`src/rtl/if_id_stage.sv`:
```
// ---------------------------------------------------------------------------
// if_id_stage
//
// IF/ID pipeline register between the I-cache fetch port and the decode
// stage. It takes {pc, instr} from fetch with a valid/ready handshake. The
// I-cache can miss, so fetch may present nothing for several cycles. The
// stage holds the current instruction while decode is stalled. It kills
// everything it holds when a branch/jump redirect flushes the pipe.
//
// With SKID_EN=1 a one-entry skid buffer absorbs the instruction that fetch
// hands over in the same cycle that decode stalls. This lets if_ready come
// straight from a flop, so the hazard unit's stall never has a combinational
// path back into the I-cache. With SKID_EN=0 there is no skid buffer, and
// if_ready is computed combinationally from id_valid and stall.
//
// The decoded raw fields and the five RV32I immediates are pure wiring off
// the registered instruction. They add no latency.
//
// Parameters
//   NOP_INSTR  instruction driven on id_instr whenever id_valid is low
//   RESET_PC   value of id_pc after reset
//   SKID_EN    1: skid buffer, registered if_ready; 0: no skid buffer
//
// Ports
//   clock      in   1   rising-edge clock
//   reset      in   1   synchronous, active-high
//   if_valid   in   1   fetch presents a valid {if_pc, if_instr}
//   if_ready   out  1   stage can accept (transfer on if_valid && if_ready)
//   if_pc      in   32  PC of the fetched instruction
//   if_instr   in   32  fetched instruction word
//   stall      in   1   decode cannot consume id_* this cycle
//   flush      in   1   redirect: kill held and incoming instructions
//   id_valid   out  1   id_* carries a live instruction
//   id_pc      out  32  registered PC
//   id_instr   out  32  registered instruction (NOP_INSTR when !id_valid)
//   id_opcode  out  7   instr[6:0]
//   id_rd      out  5   instr[11:7]
//   id_funct3  out  3   instr[14:12]
//   id_rs1     out  5   instr[19:15]
//   id_rs2     out  5   instr[24:20]
//   id_funct7  out  7   instr[31:25]
//   id_imm_i   out  32  I-type immediate, sign-extended
//   id_imm_s   out  32  S-type immediate, sign-extended
//   id_imm_b   out  32  B-type immediate, sign-extended
//   id_imm_u   out  32  U-type immediate
//   id_imm_j   out  32  J-type immediate, sign-extended
// ---------------------------------------------------------------------------
module if_id_stage #(
    parameter logic [31:0] NOP_INSTR = 32'h0000_0013,
    parameter logic [31:0] RESET_PC  = 32'h0000_0000,
    parameter bit          SKID_EN   = 1'b1
) (
    input  logic        clock,
    input  logic        reset,

    input  logic        if_valid,
    output logic        if_ready,
    input  logic [31:0] if_pc,
    input  logic [31:0] if_instr,

    input  logic        stall,
    input  logic        flush,

    output logic        id_valid,
    output logic [31:0] id_pc,
    output logic [31:0] id_instr,

    output logic [6:0]  id_opcode,
    output logic [4:0]  id_rd,
    output logic [2:0]  id_funct3,
    output logic [4:0]  id_rs1,
    output logic [4:0]  id_rs2,
    output logic [6:0]  id_funct7,

    output logic [31:0] id_imm_i,
    output logic [31:0] id_imm_s,
    output logic [31:0] id_imm_b,
    output logic [31:0] id_imm_u,
    output logic [31:0] id_imm_j
);

    // Main (decode-facing) register
    logic        id_valid_q;
    logic [31:0] id_pc_q;
    logic [31:0] id_instr_q;

    // Skid entry. It always holds an instruction that is younger than the
    // one in the main register, and older than anything fetch is offering.
    logic        skid_valid_q;
    logic [31:0] skid_pc_q;
    logic [31:0] skid_instr_q;

    logic        accept;
    logic        consume;
    logic        main_open;
    logic        skid_write;

    assign accept    = if_valid && if_ready;
    assign consume   = id_valid_q && !stall;

    // The main register can take a new instruction this cycle.
    assign main_open = !id_valid_q || consume;

    // An accepted instruction can only land in the skid while the main
    // register is held by a stall. With SKID_EN=0, if_ready is already low
    // in that situation, so the gate on SKID_EN is a second safeguard.
    assign skid_write = SKID_EN && accept && !main_open && !flush;

    // Ready generation. With the skid buffer, "room for one more" is exactly
    // "skid empty". That is purely a flop output, so stall does not reach
    // if_ready in the same cycle.
    generate
        if (SKID_EN) begin : g_ready_skid
            assign if_ready = !skid_valid_q;
        end else begin : g_ready_comb
            assign if_ready = !id_valid_q || !stall;
        end
    endgenerate

    // Main register update. Flush has priority over everything except reset.
    // The PC is held on flush and on drain, so id_pc keeps showing the last
    // real instruction rather than a stale input.
    // The skid entry has priority over the input so that program order is
    // kept.
    always_ff @(posedge clock) begin
        if (reset) begin
            id_valid_q <= 1'b0;
            id_pc_q    <= RESET_PC;
            id_instr_q <= NOP_INSTR;
        end else if (flush) begin
            id_valid_q <= 1'b0;
            id_instr_q <= NOP_INSTR;
        end else if (main_open) begin
            if (skid_valid_q) begin
                id_valid_q <= 1'b1;
                id_pc_q    <= skid_pc_q;
                id_instr_q <= skid_instr_q;
            end else if (accept) begin
                id_valid_q <= 1'b1;
                id_pc_q    <= if_pc;
                id_instr_q <= if_instr;
            end else begin
                id_valid_q <= 1'b0;
                id_instr_q <= NOP_INSTR;
            end
        end
    end

    // Skid update. Whenever the main register opens, a full skid drains
    // into it, so the skid always empties in that case. It fills only when
    // an instruction arrives while main is held.
    always_ff @(posedge clock) begin
        if (reset) begin
            skid_valid_q <= 1'b0;
            skid_pc_q    <= RESET_PC;
            skid_instr_q <= NOP_INSTR;
        end else if (flush || main_open) begin
            skid_valid_q <= 1'b0;
        end else if (skid_write) begin
            skid_valid_q <= 1'b1;
            skid_pc_q    <= if_pc;
            skid_instr_q <= if_instr;
        end
    end

    assign id_valid = id_valid_q;
    assign id_pc    = id_pc_q;
    assign id_instr = id_instr_q;

    // Raw instruction fields
    assign id_opcode = id_instr_q[6:0];
    assign id_rd     = id_instr_q[11:7];
    assign id_funct3 = id_instr_q[14:12];
    assign id_rs1    = id_instr_q[19:15];
    assign id_rs2    = id_instr_q[24:20];
    assign id_funct7 = id_instr_q[31:25];

    // RV32I immediates. The B and J forms scatter their bits and always have
    // an implicit zero LSB.
    assign id_imm_i = {{20{id_instr_q[31]}}, id_instr_q[31:20]};
    assign id_imm_s = {{20{id_instr_q[31]}}, id_instr_q[31:25], id_instr_q[11:7]};
    assign id_imm_b = {{19{id_instr_q[31]}}, id_instr_q[31], id_instr_q[7],
                       id_instr_q[30:25], id_instr_q[11:8], 1'b0};
    assign id_imm_u = {id_instr_q[31:12], 12'b0};
    assign id_imm_j = {{11{id_instr_q[31]}}, id_instr_q[31], id_instr_q[19:12],
                       id_instr_q[20], id_instr_q[30:21], 1'b0};

endmodule
```
`config.mk`:
```
export PLATFORM = sky130hd
export DESIGN_NAME = if_id_stage
export DESIGN_NICKNAME = d
export VERILOG_FILES = /design/src/rtl/if_id_stage.sv
export SDC_FILE = /design/constraint.sdc
export NUM_CORES = 1
export LEC_CHECK = 0
export ABC_AREA = 1
export BUFFER_PORTS_ARGS = -buffer_cell sky130_fd_sc_hd__clkbuf_2
export CELL_PAD_IN_SITES_DETAIL_PLACEMENT = 0
export CELL_PAD_IN_SITES_GLOBAL_PLACEMENT = 1
export CORE_UTILIZATION = 35
export CTS_CLUSTER_DIAMETER = 150
export CTS_CLUSTER_SIZE = 10
export DETAILED_ROUTE_END_ITERATION = 10
export GPL_TIMING_DRIVEN = 0
export PLACE_DENSITY = 0.95
export SETUP_SLACK_MARGIN = 0.1
export SLEW_MARGIN = 0
export SYNTH_ARGS = -nofsm -noshare
export SYNTH_HDL_FRONTEND = slang
export SYNTH_SLANG_ARGS = --single-unit
export TNS_END_PERCENT = 100
```
`constraint.sdc`:
```
create_clock -name clock -period 4.56 [get_ports clock]
set_clock_uncertainty 0.05 [all_clocks]
set_input_delay 0 -clock clock [delete_from_list [all_inputs] [get_ports clock]]
set_output_delay 0 -clock clock [all_outputs]
set_load 0.02 [all_outputs]
```
[Word-level counts from Yosys, hierarchy flattened]
Cells that the tools add are included.
Word-level totals
  bits in registers: 130
  input port bits: 69
  output and inout port bits: 258
  word-level logic and storage cells: 30
Operators by class
  multiplexer cells: 6
  bitwise gates (word level): 2
  reductions and logical operators: 16
Operators with widths (number)
  32-bit two-way mux: 4
  1-bit zero test: 5
  1-bit logical AND: 4
  2-bit OR reduction: 2
  3-bit AND reduction: 1
  1-bit logical OR: 2
  1-bit two-way mux: 2
  1-bit inverter: 2
  2-bit AND reduction: 1
  2-bit nonzero test: 1

[Depth between registers and ports, before layout]
Gate-level depths: netlist (run 1).
  depth in word-level cells: 7
  depth in mapped cells: 8
  depth with buffers taken out: 6

[Least setup slack after synthesis (run 1)]
OpenSTA, ideal clock, no wires.
  path type: register to register
  from: register, netlist name id_instr[31]
  to: register id_instr_q[31], in the netlist id_instr[31]
  library setup time: 78 ps
  data arrival time: 2080 ps
  data required time: 4432 ps
  setup slack: 2353 ps
  cell stages (with the launch flop): 3
  buffers on the path: 0
  period minus slack after synthesis: 2207 ps
  cells stage by stage: dfxtp_1 -> o21ai_0 -> a31oi_1
RTL lines
  end signal: assignment: RTL line 137  | id_instr_q <= skid_instr_q;
  end signal: assignment: RTL line 141  | id_instr_q <= if_instr;
  end: declaration: RTL line 85  | logic [31:0] id_instr_q;

[Final worst setup path (run 1)]
  from: register id_valid_q, in the netlist id_valid
  to: register skid_instr_q[31]
On the way
  longest elaborated chain between the ends: 6
  elaborated cells between the ends (all ways): 9
  those cells by class: bitwise: 1; reduce/logical: 8
RTL lines
  start: declaration: RTL line 83  | logic id_valid_q;
  start signal: assignment: RTL line 127  | id_valid_q <= 1'b0;
  start signal: assignment: RTL line 131  | id_valid_q <= 1'b0;
  start signal: assignment: RTL line 135  | id_valid_q <= 1'b1;
  1-bit zero test or 1-bit logical AND (tied branches): RTL line 102, 99
  1-bit logical OR (*): RTL line 102  | assign main_open = !id_valid_q || consume;
  1-bit zero test: RTL line 107  | assign skid_write = SKID_EN && accept && !main_open && !flush;
  1-bit logical AND (2 in a row): RTL line 107
  2-bit AND reduction (no line) (*)
  end signal: assignment: RTL line 162  | skid_instr_q <= if_instr;
  end: declaration: RTL line 91  | logic [31:0] skid_instr_q;
Mark *: on every way between the ends. The rest lies on a longest branch, timed or not.
A chain may end at the register's enable or synchronous reset.

==> summary.md, run 1 <==
| Metric | Value |
|---|---|
| DR iter-0 viols | 459 |
| PD cells | 301 mW/mm² |
| Critical path's most frequent cell | nand2_1 |
| Worst hold path stage count | 5 |
| Commonest non-fill, non-tap cell in the layout | clkbuf_2 |
| CP max stage delay | roughly 0.54 ns |
| Mapped Cells | approximately 1k |
| Peak supply drop | between 0.0002 and 0.0003 V |
| Critical Path End Type | flop |
| H-tree depth | 4 |
| Final core occ | 0.527 |
| First-pass GRT wire length | 33100 µm |
| Worst skew pair latency | 0.42 ns |
| Synth top area share | 0.366 |
| Launch point of the worst reg-to-reg path | id_valid |
| WS Path Type | reg2reg |
| Routed vias/inst | ~4.3 |
| Mapped Area | 0.00710 mm² |
| Top cells by area, synth | dfxtp_1 (37%), buf_4 (21%), nand2_1 (12%) |
| Max-slew violations | 0 |
| Post-synth top area cell | dfxtp_1 |
| Chip width | 144 µm |
| Sequential area share after synthesis | 0.366 |
| Initial Util | 0.361 |
| CP Max Fanout | 10 |
| Final setup viols | 0 |
| Tcrit/Tclk final | 0.443 |
| Port Buffers | 312 |
| Outcome | finished clean |
| Final GP Congestion | 0.777 |
| R2r endpoint | skid_instr_q[31] |
| Diodes inserted | 0 |
| RSZ-0062 raised after global routing | no |
| WP buf/inv | 2 |
| Syn-to-layout area delta | 45.7% |
| Post_cts resized | 0 |
| Worst reg2reg path depth | 7 |
| Crit-path leading delay family | buffers and inverters |
| Reg clk slew, reported paths | 0.06 ns |
| Initial antenna violation count | 0 |
| CTS sink count | 130 |
| Fin. Hold Viols | 0 |
| End of the worst hold path | id_valid |
| Post-CTS Setup Bufs | 0 |
| DIE AREA | 0.0209 mm² |
| Critical-path cell list | nand2_2, nor2_4, nand2_1, buf_2, nand2_1, a21oi_1, dlygate4sd3_1 |
| Post-DRT Antenna Nets | 0 |
| YS warnings | 0 |
| Hold_sp | stall |
| Clock Tree Buf Depth | 2 |
| Worst Tran Pin Value | 0.565 ns |
| Kind of start point of the critical path | flop |
| Worst reg-to-reg setup slack | 2.54 ns |
| MaxCap Viol Count | 0 |
| Post-Route WL | 22100 µm |
| Share of post-route cells with drive strength above 1 | 0.394 |
| Boundary Pins | approximately 330 |
| Pre-antenna DRT Iters | 5 |
| Critical-path top delay cell | dlygate4sd3_1 |
| Vias | 7331 |
| Clock root cell | clkbuf_16 |
| Avg Inst Size Synth | between 6 and 7 µm² |
| Critical Path RT | ~4.8 ns |
| Layout net count | between 1.5k and 2k |
| GRT Total Usage | 0.208 |
| CTS tree | built |
| Vias in the first global route | 6408 |
| Grt total ovfl | 0 |
| Largest net degree at the start of global routing | 64 |
| Core Footprint | 0.0197 mm² |
| Final HPWL DP | 16400 µm |
| Worst Hold Class | in2reg |
| Post-synthesis register bit count | 130 |
| DRC errors left | 0 |
| Commonest non-fill, non-tap cells in the layout | clkbuf_2 (312), nand2_1 (228), buf_4 (195), nor2_1 (171), dfxtp_1 (129) |
| Worst rel slew slack | 0.624 |
| F_max | 0.495 GHz |
| Worst Path Arrival | 2.27 ns |
| Tmin final | 2.02 ns |
| Pleak | 5.57 nW |
| Cell row count | slightly above 50 |
| DR WL/cell | 12.8 µm |
| Clock buffer count from CTS | 17 |
| Die height | 144 µm |
| Yosys cell types | 18 |
| Final setup TNS | 0 ns |
-- state kept, by name, indices dropped and copies added, names as in the netlist --
register	count
skid_instr_q	32
skid_valid_q	1
id_instr	32
id_valid	1
id_pc	32
skid_pc_q	32
-- per-stage QoR --
stage | setup WS, ns | instances | instance area (µm²) | hold WS, ns | total power [W]
2_1_floorplan | 2.35 | 1042 | 7150 | 0.0191 | 0.00157
3_3_place_gp | 2.00 | 1619 | 9040 | 0.194 | 0.00174
3_5_place_dp | 2.85 | 1620 | 9060 | 0.197 | 0.00174
4_1_cts | 2.51 | 1722 | 10300 | 0.134 | 0.00314
5_1_grt | 2.42 | 1722 | 10300 | 0.199 | 0.00325
6_report | 2.54 | 1722 | 10300 | 0.133 | 0.00312
-- Yosys cell counts --
master / count
nand3b_1: 15
a21oi_1: 12
nor2_4: 1
nand3_4: 1
nand2_1: 228
inv_1: 70
buf_6: 6
buf_2: 25
buf_4: 195
nor2_1: 171
inv_2: 2
o21ai_0: 64
clkbuf_1: 24
a31oi_1: 29
conb_1: 1
dfxtp_1: 130
nand2_2: 2
nand3_1: 53
-- metal layers --
metal | vias to the layer above | routed length (µm) | GRT usage
li1 | 3812 | - | -
met1 | 3249 | 8990 | 0.234
met2 | 242 | 11300 | 0.386
met3 | 28 | 1350 | 0.0387
met4 | 0 | 437 | 0.0753
met5 | - | 0 | 0
-- where the power goes --
group | switching, W | internal, W | leakage [nW]
Clock | 0.000505 | 0.000848 | 0.280
Sequential | 0.0000296 | 0.00118 | 1.06
Combinational | 0.000319 | 0.000241 | 4.23
Total | 0.000853 | 0.00226 | 5.57
-- cells by family (layout without fill, tap and decap cells) --
family,count (synthesis),after routing,share of synthesized area
DFF,130,130,0.366
AOI/OAI and AO/OA,105,105,0.0791
buffers and inverters,322,737,0.284
and+or+nand+nor,471,471,0.270
other,1,14,0.000528
-- timing repair --
item | 4_1_cts | 5_1_grt
hold buffers | 70 | 0
hold endpoints to repair | 128 | 0
setup endpoints to repair | 0 | 0
-- worst max-delay path by stage --
| stage | start | cells past startpoint | slack (ns) | end |
|---|---|---|---|---|
| floorplan | id_instr[31] | 2 | 2.35 | id_instr[31] |
| global placement | id_instr[31] | 2 | 2.00 | id_instr[31] |
| detailed placement | id_valid | 7 | 2.85 | skid_instr_q[18] |
| CTS | id_valid | 7 | 2.51 | skid_instr_q[31] |
| global route | skid_valid_q | 5 | 2.42 | id_instr[31] |
| finish | id_valid | 7 | 2.54 | skid_instr_q[31] |
-- tightest hold or removal path, delay by kind of cell --
kind	cells	cell delay, ns
buffers and inverters	2	0.29
AND/OR/NAND/NOR	3	0.28
-- cell type report --
class | count | area (µm²)
buffer | 250 | 1750
multi-input combinational | 590 | 2530
sequential | 130 | 2600
timing repair buffer | 383 | 2280
clock buffer | 24 | 482
clock inverter | 8 | 103
fill | 1945 | 9300
tap | 265 | 332
inverter | 72 | 270
(Power assumes the default switching activity.)
==> inputs of run 2 (changes only) <==
Settings changed: ABC_AREA 1 to 0, CORE_UTILIZATION 35 to 31, PLACE_DENSITY 0.95 to 0.86.
Clock period 4.56 ns to 1.8 ns, I/O delays scaled along.
==> run 2 against run 1 <==
Area after synthesis is 2.1% higher. First-iteration DRC count is 51% lower. Clock-buffer cell count is 5 lower. Clock power is 150% higher. Cell count is 9.9% lower. Non-clock buffer count stayed put. Largest cell class unchanged.
==> summary.md, run 2 <==
| Metric | Value |
|---|---|
| Combinational Power Share | 0.173 (-0.007) |
| Clock root cell | clkbuf_16 |
| Cell row count | 55 (+7.8%) |
| Setup ws final | 0.157 ns (-2.38 ns) |
| Max-slew violations | 0 (unchanged) |
| Largest net degree at the start of global routing | 41 (-36%) |
| Worst Hold Class | in2reg |
| Commonest non-fill, non-tap cell in the layout | clkbuf_2 |
| Clock Tree Buf Depth | 2 (unchanged) |
| Tmin final | 1.64 ns (-0.376 ns) |
| Worst rel slew slack | 0.639 (+0.0153) |
| Commonest non-fill, non-tap cells in the layout | clkbuf_2 (317), buf_4 (199), dfxtp_1 (129), nand2b_1 (123), mux2i_1 (96) |
| Mapped Area | 0.00725 mm² (+2.1%) |
| Avg Inst Size Synth | 8.96 µm² (+30%) |
| Worst Path Arrival | 1.88 ns (-0.39 ns) |
| Chip width | 155 µm (+7.3%) |
| Post-synth top area cell | dfxtp_1 |
| Share of power burned in registers | 0.391 (+0.005) |
| Critical Path End Type | flop |
| Final setup viols | 0 (unchanged) |
| Top FF cell, synth | dfxtp_1 |
| Core Footprint | 0.0228 mm² (+16%) |
| DR WL/cell | 14.1 µm (+10%) |
| Post-synth EDFFs | 0 (unchanged) |
| Vias in the first global route | 6519 (+1.7%) |
| Initial Util | 0.318 (-0.0430) |
| DIE AREA | 0.0240 mm² (+15%) |
| Die height | 155 µm (+7.3%) |
| Sw power | 0.00219 W (+160%) |
| Synth Area in Adders | 0 (unchanged) |
| Grt total ovfl | 0 (unchanged) |
| GRT Total Usage | 0.183 (-0.0254) |
| Clock buffer count from CTS | 17 (unchanged) |
| DR iter-0 viols | 224 (-51%) |
| Post-synthesis register bit count | 130 (unchanged) |
| Compound-gate portion of the synthesized area | 0.0887 (+0.00959) |
| Fin. Hold Viols | 0 (unchanged) |
| Async set-reset flop share out of synthesis | 0 (unchanged) |
| CP Max Fanout | 10 (unchanged) |
| Critical Path RT | 2.03 ns (-2.78 ns) |
| Reg clk slew, reported paths | 0.06 ns (about the same) |
| Initial antenna violation count | 3 (+3) |
| Final setup TNS | 0 ns (unchanged) |
| DRC errors left | 0 (unchanged) |
| Clock Power Share | 0.437 (+0.003) |
| PD cells | 729 mW/mm² (+140%) |
| Mux share of post-synthesis cell area | 0.133 (+0.133) |
| F_max | 0.609 GHz (+23%) |
| Post-synthesis simple-gate area fraction | 0.177 (-0.0930) |
| First-pass GRT wire length | 34500 µm (+4.5%) |
| Top cells by area, synth | dfxtp_1 (36%), buf_4 (20%), mux2i_1 (13%) |
| RSZ-0062 raised after global routing | yes |
| Pre-antenna DRT Iters | 4 (-1) |
| WS Path Type | reg2reg |
| Switch share | 0.283 (+0.00946) |
| YS warnings | 0 (unchanged) |
| Largest family of logic cells by synthesized area | buffers and inverters |
| Count leader, synth | buf_4 |
| Routed vias/inst | 4.30 (+0.92%) |
| Kind of start point of the critical path | flop |
| Syn-to-layout area delta | 45.9% |
| MaxCap Viol Count | 0 (unchanged) |
| Peak supply drop | 0.000583 V (+130%) |
| Outcome | finished clean |
| Final GP Congestion | 0.760 (-2.2%) |
| Share of post-route cells with drive strength above 1 | 0.464 (+0.0696) |
| Post-Route WL | 21900 µm (-0.73%) |
| Post-DRT Antenna Nets | 0 (unchanged) |
| Vias | 6668 (-9.0%) |
| Mapped Cells | 809 (-21%) |
| Yosys cell types | 23 (+5) |
| Synth top cells by count | buf_4 (193), dfxtp_1 (130), nand2b_1 (123) |
| Port Buffers | 310 (-0.64%) |
| CTS tree | built |
| Post-Synth XOR/XNOR Area | 0 (unchanged) |
| Sequential area share after synthesis | 0.359 (-0.00753) |
| Worst Tran Pin Value | 0.542 ns (-0.0229 ns) |
| Pleak | 5.00 nW (-10%) |
| CTS sink count | 130 (unchanged) |
| Dpl ws | 0.0814 ns (-2.76 ns) |
| Tcrit/Tclk final | 0.913 (+0.470) |
| Worst skew pair latency | 0.41 ns (about the same) |
| Final HPWL DP | 16100 µm (-1.7%) |
| Internal power | 0.00553 W (+140%) |
| Boundary Pins | 327 (unchanged) |
| H-tree depth | 4 (unchanged) |
| Synth top area share | 0.359 (-0.00753) |
| Layout net count | 1292 (-15%) |
==> run 2: cell families after synthesis <==
| logic type | Yosys count |
|---|---|
| other | 1 |
| AND/OR/NAND/NOR | 226 |
| flip-flops | 130 |
| buffers and inverters | 252 |
| multiplexers | 96 |
| AO/OA/AOI/OAI | 104 |
==> run 2: area by class of cell <==
cell class	instances	area [µm²]
antenna	3	7.51
fill	2191	12200
sequential	130	2610
timing repair buffer	382	2280
buffer	251	1770
tap	313	392
multi-input combinational	440	2960
inverter	1	3.75
clock buffer	19	443
clock inverter	13	126
==> run 2: power by group through the flow <==
stage,Clock (W),Sequential [W],Combinational [W]
after global placement,0,0.00309,0.00119
after floorplan,0,0.00314,0.000732
final,0.00337,0.00302,0.00133
after CTS,0.00345,0.00302,0.00133
after detailed placement,0,0.00309,0.00120
after global routing,0.00359,0.00303,0.00144
==> run 2: final timing paths <==
kind / from / end / slack, ns / depth (start not counted)
max: skid_valid_q / id_instr[27] / 0.16 / 6
min: stall / id_instr[31] / 0.04 / 4
max reg2reg: skid_valid_q / id_instr[27] / 0.16 / 6
min reg2reg: skid_pc_q[2] / skid_pc_q[2] / 0.42 / 2
==> run 2: per-layer routing <==
metal,wire length (µm),vias to the layer above,GRT usage
met5,0,-,0
met4,285,0,0.0486
met3,1280,20,0.0460
met2,11300,219,0.337
met1,9110,3075,0.207
li1,-,3354,-
==> run 2: repair_timing <==
| item | CTS | global route |
|---|---|---|
| hold buffers | 66 | 0 |
| endpoints found under the hold margin | 130 | 0 |
| buffers inserted | 1 | 5 |
| pin swaps | 0 | 0 |
| gates resized for setup | 2 | 19 |
| endpoints found under the setup margin | 96 | 133 |
==> run 2: critical path, cell delays in order, from the launching register on <==
cell	delay, ns
dfxtp_1	0.37
buf_6	0.20
nor2b_1	0.10
buf_4	0.19
buf_4	0.19
a221oi_1	0.32
nor3_1	0.10
==> run 2: stage by stage <==
step                cell area, µm²  hold slack, ns  cells  total power (W)   util
floorplan                     7300           0.105    822          0.00387      -
global route                 10600           0.110   1552          0.00806  0.465
CTS                          10500          0.0133   1544          0.00780  0.461
global placement              9240           0.209   1445          0.00428  0.406
finish                       10600          0.0402   1552          0.00772  0.465
detailed placement            9240           0.219   1445          0.00429  0.406
